## config.mk

```make
export PLATFORM = sky130hd
export DESIGN_NAME = rx_gmii_framer
export DESIGN_NICKNAME = d
export VERILOG_FILES = /design/src/rtl/eth_rx_pkg.sv /design/src/rtl/crc32_d8.sv /design/src/rtl/rx_gmii_framer.sv
export SDC_FILE = /design/constraint.sdc
export NUM_CORES = 1
export LEC_CHECK = 0
export CAP_MARGIN = 20
export CORE_MARGIN = 3
export CORE_UTILIZATION = 55
export CTS_BUF_LIST = sky130_fd_sc_hd__clkbuf_4
export DETAILED_ROUTE_END_ITERATION = 6
export PLACE_DENSITY = 0.83
export SLEW_MARGIN = 20
export SYNTH_ARGS = -nofsm -noshare
export SYNTH_HDL_FRONTEND = slang
export SYNTH_SLANG_ARGS = --single-unit
export TNS_END_PERCENT = 20
```

## constraint.sdc

```tcl
create_clock -name clk -period 2.9 [get_ports clk]
set_clock_uncertainty 0.05 [all_clocks]
set_input_delay 0.435 -clock clk [delete_from_list [all_inputs] [get_ports clk]]
set_output_delay 0.435 -clock clk [all_outputs]
set_load 0.01 [all_outputs]
```

## src/rtl/eth_rx_pkg.sv

```systemverilog
// eth_rx_pkg: shared constants and state encoding for the GMII receive path
package eth_rx_pkg;
  localparam logic [7:0] ETH_PREAMBLE = 8'h55;
  localparam logic [7:0] ETH_SFD = 8'hD5;
  localparam logic [31:0] CRC32_POLY = 32'hEDB88320;
  localparam logic [31:0] CRC32_INIT = 32'hFFFFFFFF;
  localparam logic [31:0] CRC32_RESIDUE = 32'hDEBB20E3;
  typedef enum logic [2:0] {IDLE, PRE, DATA, TRUNC, DROP} rx_state_t;
endpackage

```

## src/rtl/crc32_d8.sv

```systemverilog
// crc32_d8: byte-wide reflected CRC-32 next-state function, LSB first
module crc32_d8
  import eth_rx_pkg::*;
(
  input  logic [31:0] crc,
  input  logic [7:0]  data,
  output logic [31:0] crc_next
);
  always_comb begin
    crc_next = crc;
    for (int i = 0; i < 8; i++) crc_next = (crc_next >> 1) ^ ((crc_next[0] ^ data[i]) ? CRC32_POLY : 32'h0);
  end
endmodule

```

## src/rtl/rx_gmii_framer.sv

```systemverilog
// rx_gmii_framer: strips preamble/SFD, checks CRC-32 and length, removes FCS
module rx_gmii_framer
  import eth_rx_pkg::*;
#(
  parameter int MIN_PRE = 6,
  parameter int MIN_LEN = 64,
  parameter int MAX_LEN = 1518
) (
  input  logic        clk,
  input  logic        rst,
  input  logic        rx_dv,
  input  logic        rx_er,
  input  logic [7:0]  rxd,
  output logic        rx_en_out,
  output logic [7:0]  rxdata_out,
  output logic        frame_done,
  output logic        crc_ok,
  output logic [15:0] frame_cnt,
  output logic [15:0] err_cnt
);
  logic dv_r, er_r, err, cap, emit, done, ok;
  logic [7:0] d_r;
  logic [3:0] pre_cnt;
  logic [10:0] cnt;
  logic [31:0] crc, crc_next;
  logic [3:0][7:0] dl;
  rx_state_t state, state_n;

  crc32_d8 u_crc (.crc(crc), .data(d_r), .crc_next(crc_next));

  always_comb begin
    state_n = state;
    case (state)
      IDLE: state_n = !dv_r ? IDLE : d_r == ETH_PREAMBLE ? PRE : DROP;
      PRE: state_n = !dv_r ? IDLE : d_r == ETH_PREAMBLE ? PRE :
                     (d_r == ETH_SFD && pre_cnt >= 4'(MIN_PRE)) ? DATA : DROP;
      DATA: state_n = !dv_r ? IDLE : cnt >= 11'(MAX_LEN) ? TRUNC : DATA;
      default: state_n = dv_r ? state : IDLE;
    endcase
  end

  assign cap = state == DATA && dv_r && cnt < 11'(MAX_LEN);
  // the delay line holds the last 4 bytes, so output lags capture by exactly the FCS length
  assign emit = cap && cnt >= 11'd4;
  assign done = (state == DATA || state == TRUNC) && !dv_r;
  assign ok = state == DATA && crc == CRC32_RESIDUE && cnt >= 11'(MIN_LEN) && cnt <= 11'(MAX_LEN) && !err;

  always_ff @(posedge clk) begin
    if (rst) begin
      dv_r <= 1'b0;
      er_r <= 1'b0;
      d_r <= '0;
      state <= IDLE;
      pre_cnt <= '0;
      cnt <= '0;
      err <= 1'b0;
      crc <= CRC32_INIT;
      dl <= '0;
      rx_en_out <= 1'b0;
      rxdata_out <= '0;
      frame_done <= 1'b0;
      crc_ok <= 1'b0;
      frame_cnt <= '0;
      err_cnt <= '0;
    end else begin
      dv_r <= rx_dv;
      er_r <= rx_er;
      d_r <= rxd;
      state <= state_n;
      pre_cnt <= state == IDLE ? 4'd1 : pre_cnt + 4'(pre_cnt != 4'hF);
      if (state == PRE && state_n == DATA) begin
        cnt <= '0;
        err <= 1'b0;
        crc <= CRC32_INIT;
      end else if (cap) begin
        cnt <= cnt + 11'(cnt != '1);
        err <= err | er_r;
        crc <= crc_next;
        dl <= {dl[2:0], d_r};
      end
      rx_en_out <= emit;
      rxdata_out <= emit ? dl[3] : '0;
      frame_done <= done;
      crc_ok <= done && ok;
      frame_cnt <= frame_cnt + 16'(done);
      err_cnt <= err_cnt + 16'(done && !ok);
    end
  end
endmodule

```

---- Yosys cells after proc, flatten, opt, wreduce, memory -nomap -nowiden ----
Cells that the tools add are included.
W data, S select, Z words.
storage, ports and cells
  register bits ........................... 136
  input bits .............................. 12
  latch bits .............................. 0
  bits in writable memories ............... 0
  memory bits (read-only) ................. 0
  output and inout bits ................... 43
  memories kept ........................... 0
cells by class
  equality and inequality tests ........... 9
  bitwise logic cells ..................... 19
  multiply operators ...................... 0
  $add $sub $neg .......................... 4
  divide/modulo/power cells ............... 0
  $lt $le $gt $ge ......................... 6
  reductions and logical operators ........ 21
  mux-type cells .......................... 18
  shifts and indexed selects .............. 0
operators by type and width
  operator                number
  $mux W32                8
  $xor A31 B32 Y32        8
  $add A16 B1 Y16         2
  $eq A32 B32 Y1 const B  1
  $mux W3                 6
  $logic_and A1 B1 Y1     12
  $add A11 B1 Y11         1
  $ge A11 B11 Y1 const B  1
  $ge A11 B3 Y1 const B   1
  $ge A11 B7 Y1 const B   1
  $le A11 B11 Y1 const B  1
  $lt A11 B11 Y1 const B  1
  $ne A11 B11 Y1 const B  1
  $eq A3 B2 Y1 const B    3
  $pmux W3 S3             1
  $eq A8 B7 Y1 const B    1
  $eq A8 B8 Y1 const B    1
  $xor A1 B1 Y1           8
  $reduce_or A2 Y1        3
  $add A4 B1 Y4           1
  $ge A4 B3 Y1 const B    1
  $ne A4 B4 Y1 const B    1
  $eq A3 B1 Y1 const B    1
  $logic_not A1 Y1        3
  7 further kinds         9

---- Depth between registers and ports, before layout ----
Gate-level depths: netlist (run 1).
  depth after elaboration ................. 24
  depth in mapped cells ................... 12

---- By module ----
Synthesis (run 1) repeated with hierarchy kept, for this count alone.
second synthesis, totals
  cells, all modules ...................... 669
  area total of the unflattened synthesis .. 6252.2 um2
by module, submodules not included
  module          sequential area each (um2)  cells each  instances  area an instance (um2)
  rx_gmii_framer  2722.6                      601         1          5261.3
  crc32_d8        0.0                         68          1          991.0

---- Least setup slack after synthesis (run 1) ----
OpenSTA, ideal clock, no wires.
  path kind ............................... reg2reg
  from .................................... register crc[12]
  to ...................................... register err_cnt[10]
  required time ........................... 2.722 ns
  data arrival time ....................... 2.391 ns
  period minus slack after synthesis ...... 2.569 ns
  slack ................................... 0.331 ns
  cell stages (with the launch flop) ...... 13
  cell sequence ........................... dfxtp_1 or4b_2 nor3_1 o21ai_0 a2111oi_0 nor2_1 ha_1 ha_1 nand2_1 nor3_1 nand2_1 xor2_1 nor2_1
on the way
  word-level cells in the longest chain between the ends .. 8
RTL lines
  element                           RTL line              text
  from (decl)                       rx_gmii_framer.sv:25  logic [31:0] crc, crc_next;
  from (signal assigned)            rx_gmii_framer.sv:78  crc <= crc_next;
  $eq A32 B32 Y1                    rx_gmii_framer.sv:46  assign ok = state == DATA && crc == CRC32_RESIDUE && cnt >= 11'(MIN_LEN) && cnt <= 11'(MAX_LEN) && !err;
  $logic_and A1 B1 Y1 (4 in a row)  rx_gmii_framer.sv:46
  $logic_not A1 Y1                  rx_gmii_framer.sv:86  err_cnt <= err_cnt + 16'(done && !ok);
  $logic_and A1 B1 Y1               rx_gmii_framer.sv:86
  $add A16 B1 Y16                   rx_gmii_framer.sv:86
  to (signal assigned)              rx_gmii_framer.sv:86
  to (decl)                         rx_gmii_framer.sv:19  output logic [15:0] err_cnt
Every way passes these cells.
A chain may end at the register's enable or synchronous reset.

---- Worst setup path after layout (run 1) ----
  from .................................... register crc[12]
  to ...................................... register err_cnt[4]
The elaborated chain is that of the path after synthesis.

==> impl_metrics.yaml, run 1 <==
status:
  outcome: "finished clean"
clock_network:
  clkLatencyLatePin_ps: 530
  cts_max_path_buffers: 2
  root_buffer: "clkbuf_4"
  clock_sinks: 136
  holdBufCountCts: 0
  cts_tree: "done"
  cts_buffers: 17
  h-tree-depth: 4
  path_clk_slew_ps: 110
layout:
  area_delta_synth_final_pct: 17.0
  drive_gt1_share_pct: 9.60
  finalInstanceArea_mm2: 0.00683
  fill_cells: 769
  nNetsFinal: 729
  register_area_mm2: 0.00272
  multi_input_area_mm2: 0.00301
  final_cells: 853
global_route:
  grt_util_met3_pct: 7.10
  grt_first_pass_wirelength_um: 21500
  grt_max_degree: 46
  antenna_found_initial: 1
  use_met1_pct: 28.5
  busiest_layer: "met2"
  gr-total-overflow: 0
  grt_pass1_vias: 4658
  grt_usage_pct: 23.1
  use_met2_pct: 36.7
timing:
  hold_violations: 0
  rsz0062_at_grt: "true"
  fin_crit_ps: 2790
  worst_pin_slew_ps: 777
  maxSlewHeadroom_pct: 47.8
  hold-worst-slack_ps: 73.2
  setup-violations-final: 0
  slew_violations: 0
  period_share_pct: 96.1
  fmax_mhz: 359
yosys:
  netlist_area_mm2: 0.00583
  ys_warn_count: 0
  seq_area_frac_synth_pct: 46.7
  synth.avg_cell_area_um2: 8.96
  syn_nets: 671
  ys_ff_latch: 136
  synth_flop_cell: "dfxtp_1"
  syn_inst: 651
  synth.distinct_cells: 49
  synth_edf_count: 0
  synthArstFlopShare_pct: 0
floorplan:
  start_util_pct: 58.1
  rows: 36
  core_area_mm2: 0.0100
  io_pins: 55
  dieArea_mm2: 0.0119
  fp.dieH_um: 109
  die_w_um: 109
power_and_ir_drop:
  p_sw_w: 0.000789
  power_density_mw_per_mm2: 482
  intPower_w: 0.00250
  switching_share_pct: 24.0
  total_leakage_power_nw: 2.53
  vdd_ir_drop_max_mv: 0.445
  clkPwrFrac_pct: 35.5
  sequentialPowerShare_pct: 57.4
  power_frac_comb_pct: 7.0
routing:
  routed_wl_um: 12800
  avgViaCountPerCell: 5.54
  first_pass_iters: 7
  ant_nets: 0
  remaining_drc_errors: 0
  wl_per_cell_um: 15.0
  drt_first_iter_violations: 332
  vias: 4723
setup_path:
  crit_required_ps: 3260
  rrSetupSlack_ps: 110
  rr_endpoint: "err_cnt[4]"
  reg2reg_from: "crc[12]"
  startpoint: "crc[12]"
  cp_max_fo: 3
  crit_type: "reg2reg"
  worst_setup_path_start_kind: "flip-flop"
  crit_arrival_ps: 3150
  worst-r2r-cell-count: 12
  crit_path_end: "err_cnt[4]"
  end_kind: "flip-flop"
placement:
  placed_area_mm2: 0.00651
  portBuffers: 54
  dp_cells: 822
  hpwlAfterDp_um: 8930
  routabilityCongestion: 0.945
run:
  cap_violations: 0
hold_path:
  min_path_type: "in2reg"
  worstHoldStart: "rst"
## what timing repair did
action                     CTS  global route
setup endpoints to repair   10            11
setup buffers                0             1
gates resized for setup      2            11
pin swaps                    0             6
## area by class of cell
| type | count | area share, % |
|---|---|---|
| Multi-Input combinational cell | 480 | 44.1 |
| Timing Repair Buffer | 69 | 9.50 |
| Clock inverter | 9 | 1.54 |
| Sequential cell | 136 | 39.9 |
| Tap cell | 133 | 2.44 |
| Inverter | 5 | 0.275 |
| Antenna cell | 1 | 0.0367 |
| Clock buffer | 20 | 2.20 |
## power by group through the flow
| stage | clock (W) | sequential (W) | combinational (W) |
|---|---|---|---|
| 2_1_floorplan | 0 | 0.00193 | 0.000179 |
| 3_3_place_gp | 0 | 0.00193 | 0.000225 |
| 3_5_place_dp | 0 | 0.00193 | 0.000230 |
| 4_1_cts | 0.00119 | 0.00189 | 0.000231 |
| 5_1_grt | 0.00126 | 0.00189 | 0.000251 |
| 6_report | 0.00117 | 0.00189 | 0.000232 |
## worst min-delay path by stage
| stage | slack [ps] | endpoint | cells past startpoint |
|---|---|---|---|
| detailed placement | 390 | rxdata_out[4] | 1 |
| CTS | 40 | dl[0] | 2 |
| global route | 50 | dl[0] | 2 |
| finish | 70 | dl[0] | 2 |
| global placement | 390 | rxdata_out[4] | 1 |
| floorplan | 380 | rxdata_out[0] | 1 |
## synthesized netlist by cell type, types with 2 or more instances
master,instances,area [um2]
nand2_1,118,443
o211ai_1,14,105
o21ai_1,3,15.0
buf_1,2,7.51
inv_1,5,18.8
o2111ai_1,2,17.5
or3_1,11,68.8
nor4_1,3,18.8
a31oi_1,2,12.5
dfxtp_1,136,2720
xnor3_1,2,45.0
buf_2,10,50.1
nor2b_1,16,100
ha_1,8,100
nand3_1,25,125
nor4bb_1,3,30.0
or4_1,4,30.0
and3_1,7,43.8
and2_1,11,68.8
a21oi_1,57,285
clkbuf_1,17,63.8
nand4_1,12,75.1
o21ai_0,17,85.1
xnor2_2,8,130
nor2_1,39,146
and4b_1,2,20.0
xnor2_1,53,464
xor2_1,29,254
nor3_1,15,75.1
## logic make-up (layout without fill, tap and decap cells)
kind of cell               count (synthesis)  in the layout  synth area share, %
other                                      0              1                    0
and+or+nand+nor                          274            274                 22.6
xor gates and xnor gates                  94             94                 16.0
DFF                                      136            136                 46.7
adders and majority gates                  8              8                 1.72
AOI/OAI and AO/OA                        104            104                 10.4
buffers and inverters                     35            103                 2.60
## placed cells by master, fill, tap and decap left out, types with 4 or more instances in the layout
master           netlist  routed
o211ai_1              14      14
and2_1                11      11
or3_1                 11      11
inv_1                  5       5
and3_1                 7       7
nand2_1              118     117
dfxtp_1              136     135
clkbuf_4               0      20
o21ai_0               17      16
nor3_1                15      12
xnor2_1               53      53
ha_1                   8       6
buf_4                  0      15
o21ai_1                3       4
nor2b_1               16      16
nand4_1               12      12
or4_1                  4       4
clkdlybuf4s50_1        0      53
nor2_1                39      38
xnor2_2                8       8
a21oi_1               57      57
nand3_1               25      25
xor2_1                29      29
## stage by stage
step                      util (%)  power (W)  setup WS [ps]  TNS, ps
after detailed placement      64.8    0.00216          -87.2     -345
after CTS                     67.4    0.00332           17.4        0
after global routing          67.9    0.00341          -35.5    -67.7
after global placement        64.8    0.00216          -81.0     -282
final                         67.9    0.00329            112        0
after floorplan                  -    0.00211            331        0
## worst max-delay path, cell delays in order, from the launching register on
cell,delay [ps]
dfxtp_2,350
or4b_4,530
nor3_2,150
o21ai_1,100
a2111oi_2,410
buf_4,180
nor2_1,40
ha_2,200
ha_4,170
buf_4,140
nand3_1,90
xor2_1,200
nor2_1,60
## sequential cells by signal, summed over array words and instances (netlist names)
register,cells
rxdata_out,8
pre_cnt,4
frame_done,1
err_cnt,16
cnt,11
frame_cnt,16
dl,32
crc,32
d_r,8
dv_r,1
err,1
crc_ok,1
er_r,1
rx_en_out,1
state,3
## routing by layer
metal / vias to the layer above / routed length, um
met5: - / 0
met4: 0 / 327
met3: 30 / 829
met2: 153 / 6080
met1: 2214 / 5580
li1: 2326 / -
Power figures use the tool's default switching activity.
==> run 2, diff against run 1 <==
--- a/config.mk
+++ b/config.mk
@@ -6,6 +6,7 @@
 export NUM_CORES = 1
 export LEC_CHECK = 0
 export CAP_MARGIN = 20
+export CORE_ASPECT_RATIO = 2
 export CORE_MARGIN = 3
 export CORE_UTILIZATION = 55
 export CTS_BUF_LIST = sky130_fd_sc_hd__clkbuf_4
==> run 2 against run 1 <==
Register-to-register slack improved by 50 ps; count of clock-buffer cells in the layout fell by 3; non-clock buffer count is 3 lower; combinational power barely moved; fmax grew 1.8%; global-route usage is 0.34 points lower; power rose by 0.30%; design area shrank 0.33%; setup slack gained 49 ps.
==> impl_metrics.yaml, run 2 (synthesized netlist as in run 1, its figures left out) <==
routing:
  vias: 4730
  wl_met3_um: 617
  remaining_drc_errors: 0
  wl_met2_um: 7140
  wl_per_cell_um: 15.3
  first_pass_iters: 5
  wl_met1_um: 4810
  ant_nets: 0
  avgViaCountPerCell: 5.54
  routed_wl_um: 13100
  top_layer_used: "met4"
  drt_first_iter_violations: 326
layout:
  drive_gt1_share_pct: 9.47
  nNetsFinal: 726
  final_common_cell: "dfxtp_1"
  area_delta_synth_final_pct: 16.6
  utilization_pct: 66.6
  top_regs: "crc (32), dl (32)"
  most-common-layout-cells: "135 x dfxtp_1, 118 x nand2_1, 57 x a21oi_1, 53 x xnor2_1, 53 x clkdlybuf4s50_1"
  finalInstanceArea_mm2: 0.00680
  fill_cells: 826
clock_network:
  root_buffer: "clkbuf_4"
  clkLatencyLatePin_ps: 530
  cts_buffers: 17
  path_clk_slew_ps: 140
  clock_sinks: 136
  h-tree-depth: 4
  cts_max_path_buffers: 2
  cts_tree: "done"
floorplan:
  start_util_pct: 57.1
  dieArea_mm2: 0.0120
  rows: 52
  io_pins: 55
  core_area_mm2: 0.0102
  fp.dieH_um: 152
  die_w_um: 78.8
setup_path:
  cpMaxStageDelayCell: "or4b_4"
  path_buf_inv: 1
  path_cells: "or4b_4, nor3_2, o21ai_1, a2111oi_2, buf_4, nor2_1, ha_2, ha_4, nand2_1, nor3_1, nand2_1, xor2_1, nor2_1"
  cp_slowest_stage_delay_ps: 480
  end_kind: "flip-flop"
  cp_max_fo: 4
  worst_setup_path_start_kind: "flip-flop"
  crit_family: "simple AND/OR/NAND/NOR gates"
  crit_required_ps: 3260
  crit_arrival_ps: 3100
  crit_type: "reg2reg"
timing:
  maxSlewHeadroom_pct: 47.4
  setup-violations-final: 0
  hold_violations: 0
  fmax_mhz: 365
  hold-worst-slack_ps: 373
  setup_tns_ps: 0
  rsz0062_at_grt: "false"
  period_share_pct: 94.4
  worst_pin_slew_ps: 784
  fin_crit_ps: 2740
  slew_violations: 0
placement:
  routabilityCongestion: 0.892
  portBuffers: 54
  hpwlAfterDp_um: 9360
  placed_area_mm2: 0.00649
status:
  outcome: "finished clean"
global_route:
  grt_pass1_vias: 4449
  antenna_found_initial: 1
  gr-total-overflow: 0
  grt_max_degree: 50
  grt_first_pass_wirelength_um: 21300
  grt_usage_pct: 22.7
power_and_ir_drop:
  power_density_mw_per_mm2: 485
  vdd_ir_drop_max_mv: 0.390
  total_leakage_power_nw: 2.50
  power_w: 0.00330
run:
  cap_violations: 0
hold_path:
  min_path_type: "in2reg"
-- run 2: cell types whose count changed in the layout (fill, tap and decap cells not counted), moves of 2 or more --
cell | previous run | this run
buf_4 | 15 | 12
clkbuf_4 | 20 | 17
inv_6 | 0 | 5
clkinv_1 | 2 | 0
-- run 2: cell type report --
| cell class | instances | area (um2) | area share, % |
|---|---|---|---|
| diodes | 1 | 2.50 | 0.0368 |
| clock buffers | 17 | 128 | 1.88 |
| clock inverters | 14 | 139 | 2.04 |
| inverters | 5 | 18.8 | 0.276 |
| multi-input cells | 480 | 3000 | 44.0 |
| flip-flops and latches | 136 | 2720 | 40.0 |
| well taps | 135 | 169 | 2.48 |
| repair buffers | 66 | 626 | 9.20 |
-- run 2: power by group --
group	internal, W	switching, W
clock	0.000440	0.000737
sequential	0.00188	0.0000152
combinational	0.000106	0.000127
total	0.00242	0.000879
-- run 2: repair_timing --
action | in CTS | in global routing
pin swaps | 0 | 3
resized for setup | 2 | 8
endpoints found under the hold margin | 0 | 0
hold buffers | 0 | 0
setup buffers | 0 | 1
endpoints found under the setup margin | 5 | 8
-- run 2: worst paths after layout --
check                      to    start  slack, ps  depth (start not counted)
setup / recovery  err_cnt[12]  crc[13]        160                         13
hold / removal     pre_cnt[0]      rst        370                          2
setup reg to reg  err_cnt[12]  crc[13]        160                         13
hold reg to reg        dl[14]    dl[6]        410                          2
-- run 2: metal layers --
metal	global-route usage (%)	up-vias
met5	0	-
met4	12.1	0
met3	5.68	41
met2	42.0	162
met1	23.1	2205
li1	-	2322
-- run 2: metrics by stage --
stage          std cells  setup WS (ps)
3_5_place_dp         821           -138
2_1_floorplan        651            331
6_report             854            162
3_3_place_gp         821          -69.8
4_1_cts              852           27.8
5_1_grt              854           1.30
==> run 3, diff against run 2 <==
--- a/config.mk
+++ b/config.mk
@@ -5,13 +5,14 @@
 export SDC_FILE = /design/constraint.sdc
 export NUM_CORES = 1
 export LEC_CHECK = 0
+export ABC_AREA = 1
 export CAP_MARGIN = 20
 export CORE_ASPECT_RATIO = 2
 export CORE_MARGIN = 3
 export CORE_UTILIZATION = 55
 export CTS_BUF_LIST = sky130_fd_sc_hd__clkbuf_4
 export DETAILED_ROUTE_END_ITERATION = 6
-export PLACE_DENSITY = 0.83
+export PLACE_DENSITY = 0.82
 export SLEW_MARGIN = 20
 export SYNTH_ARGS = -nofsm -noshare
 export SYNTH_HDL_FRONTEND = slang
==> run 3 against run 2 <==
The flow now finishes with violations (design-rule violations); first-iteration DRC count rose by 3.1%; sequential cell count did not move; non-clock buffer count rose by 3; sequential share of layout area fell by 4.0 points; routed wire length rose by 24%; register-to-register slack got worse by 30 ps; setup slack got worse by 26 ps; die area rose by 11%; combinational power rose by 6%; count of clock-buffer cells in the layout did not move; design area rose by 11%; largest cell class unchanged; highest routed layer unchanged.
==> impl_metrics.yaml, run 3 <==
floorplan:
  start_util_pct: 57.1
  rows: 55
  fp.dieH_um: 160
  die_w_um: 83.0
  io_pins: 55
  dieArea_mm2: 0.0133
  core_area_mm2: 0.0114
setup_path:
  cp_max_fo: 4
  crit_type: "reg2reg"
  worst_setup_path_start_kind: "flip-flop"
  crit_required_ps: 3340
  rrSetupSlack_ps: 140
  end_kind: "flip-flop"
  reg2reg_from: "cnt[8]"
  rr_endpoint: "err_cnt[14]"
  crit_arrival_ps: 3200
  worst-r2r-cell-count: 21
layout:
  fill_cells: 989
  utilization_pct: 66.4
  most-common-layout-cells: "276 x nand2_1, 129 x dfxtp_1, 97 x inv_1, 83 x nor2_1, 63 x a21oi_1"
  top_regs: "crc (32), dl (32)"
  final_common_cell: "nand2_1"
  drive_gt1_share_pct: 9.87
  area_delta_synth_final_pct: 16.3
  nNetsFinal: 1000
timing:
  hold-worst-slack_ps: 345
  setup_tns_ps: 0
  worst_pin_slew_ps: 507
  rsz0062_at_grt: "true"
  slew_violations: 0
  fin_crit_ps: 2760
  period_share_pct: 95.3
  setup-violations-final: 0
  fmax_mhz: 362
  maxSlewHeadroom_pct: 66.1
  hold_violations: 0
placement:
  hpwlAfterDp_um: 11700
  portBuffers: 54
  routabilityCongestion: 0.985
yosys:
  synth_flop_cell: "dfxtp_1"
  seq_area_frac_synth_pct: 41.7
  synth.area.mux_share_pct: 0
  synth.distinct_cells: 32
  synth.avg_cell_area_um2: 7.08
  syn_inst: 921
  synth_compound_area_share_pct: 10.6
  synth_adder_area_share_pct: 1.53
  synthSimpleGateAreaFrac_pct: 32.1
  syn_nets: 941
  synthTopCellsByCount: "281 x nand2_1, 136 x dfxtp_1, 99 x inv_1, 86 x nor2_1, 63 x a21oi_1"
  synth.most_common_cell: "nand2_1"
  netlist_area_mm2: 0.00652
  synthArstFlopShare_pct: 0
  synth_top_area_share_pct: 41.7
  ys_warn_count: 0
  synth_edf_count: 0
  synth_top_family_by_area: "simple AND/OR/NAND/NOR gates"
  ys_ff_latch: 136
  synth_area_leaders: "dfxtp_1 42%, nand2_1 16%, inv_1 5.7%"
  synth_top_cell_by_area: "dfxtp_1"
  synth-xor-area-share_pct: 5.37
power_and_ir_drop:
  power_density_mw_per_mm2: 455
  total_leakage_power_nw: 3.17
  vdd_ir_drop_max_mv: 0.350
  power_w: 0.00345
clock_network:
  cts_tree: "done"
  h-tree-depth: 4
  path_clk_slew_ps: 130
  clock_sinks: 136
  root_buffer: "clkbuf_4"
  holdBufCountCts: 0
  cts_max_path_buffers: 2
  clkLatencyLatePin_ps: 540
  cts_buffers: 17
hold_path:
  worstHoldStart: "rxd[5]"
  min_path_cells: 3
  min_path_type: "in2reg"
  hold_path_end: "d_r[5]"
global_route:
  grt_max_degree: 60
  grt_first_pass_wirelength_um: 26100
  grt_pass1_vias: 5794
  antenna_found_initial: 1
  gr-total-overflow: 0
  grt_usage_pct: 24.2
routing:
  ant_nets: 0
  avgViaCountPerCell: 5.40
  remaining_drc_errors: 2
  drt_first_iter_violations: 336
  first_pass_iters: 7
  wl_per_cell_um: 14.3
  vias: 6134
  routed_wl_um: 16200
run:
  cap_violations: 0
status:
  violations: "design-rule violations"
  outcome: "finished, violations left"
## run 3: changes by cell type after synthesis, moves of 12 or more
cell,previous run,this run
nor2b_1,16,0
o211ai_2,0,12
nand3_1,25,57
inv_1,5,99
nand2_1,118,281
clkbuf_1,17,5
xnor2_1,53,9
o21ai_0,17,29
nor2_1,39,86
nor3_1,15,27
## run 3: cell type report
class,count,area [um2],share of cell area [%]
diodes,1,2.50,0.0330
clock buffers,17,128,1.68
clock inverters,15,175,2.31
inverters,103,389,5.13
multi-input cells,653,3320,43.7
flip-flops and latches,136,2730,36.0
well taps,142,178,2.34
repair buffers,69,666,8.78
## run 3: where the power goes
group          total, W  leakage [nW]  internal, W  switching (W)
clock           0.00132         0.156     0.000598       0.000719
sequential      0.00189          1.10      0.00188      0.0000138
combinational  0.000248          1.91    0.0000791       0.000169
total           0.00345          3.17      0.00255       0.000901
## run 3: kinds of logic after synthesis
kind of cell	count (synthesis)
simple gates	491
flops	136
buf+inv	132
compound gates	114
xor+xnor	40
fa+ha+maj	8
## run 3: stage by stage
| step | setup slack [ps] | instances | instance area, um2 |
|---|---|---|---|
| final | 136 | 1136 | 7580 |
| after floorplan | 485 | 921 | 6520 |
| after global routing | -105 | 1136 | 7580 |
| after global placement | 151 | 1099 | 7150 |
| after detailed placement | 40.8 | 1099 | 7150 |
| after CTS | 34.7 | 1131 | 7460 |
## run 3: timing repair
| item | 4_1_cts | 5_1_grt |
|---|---|---|
| gates resized for setup | 0 | 30 |
| buffers inserted | 0 | 4 |
| endpoints found under the setup margin | 0 | 6 |
| hold endpoints to repair | 0 | 0 |
## run 3: how the worst max path moves through the flow
stage	start	end	slack, ps	cells after the start
2_1_floorplan	cnt[6]	err_cnt[14]	480	18
3_3_place_gp	cnt[6]	err_cnt[14]	150	18
3_5_place_dp	cnt[6]	err_cnt[14]	40	18
4_1_cts	cnt[6]	err_cnt[14]	30	19
5_1_grt	cnt[8]	err_cnt[14]	-110	21
6_report	cnt[8]	err_cnt[14]	140	21
## run 3: metal layers
metal,up-vias,GRT usage (%),part of all wire [%]
met4,0,18.5,7.8
met2,227,45.5,54
li1,3074,-,-
met3,91,3.87,4.1
met5,-,0,0
met1,2742,22.5,34
## run 3: worst max-delay path, stage by stage (launching register included)
cell and delay, ps:
dfxtp_2 360, inv_2 80, nand3_2 80, nor3_2 180, buf_4 150, nand3b_1 100
nor2_1 50, nand2_1 80, nor2_1 50, nor2_1 190, ha_2 240, ha_4 140
nand2_2 70, nor2_4 140, nand2_2 90, nor3_4 200, nand2_2 110, nor2_4 120
nand2_1 70, nand2_1 60, nand2_1 50, nor2_1 80
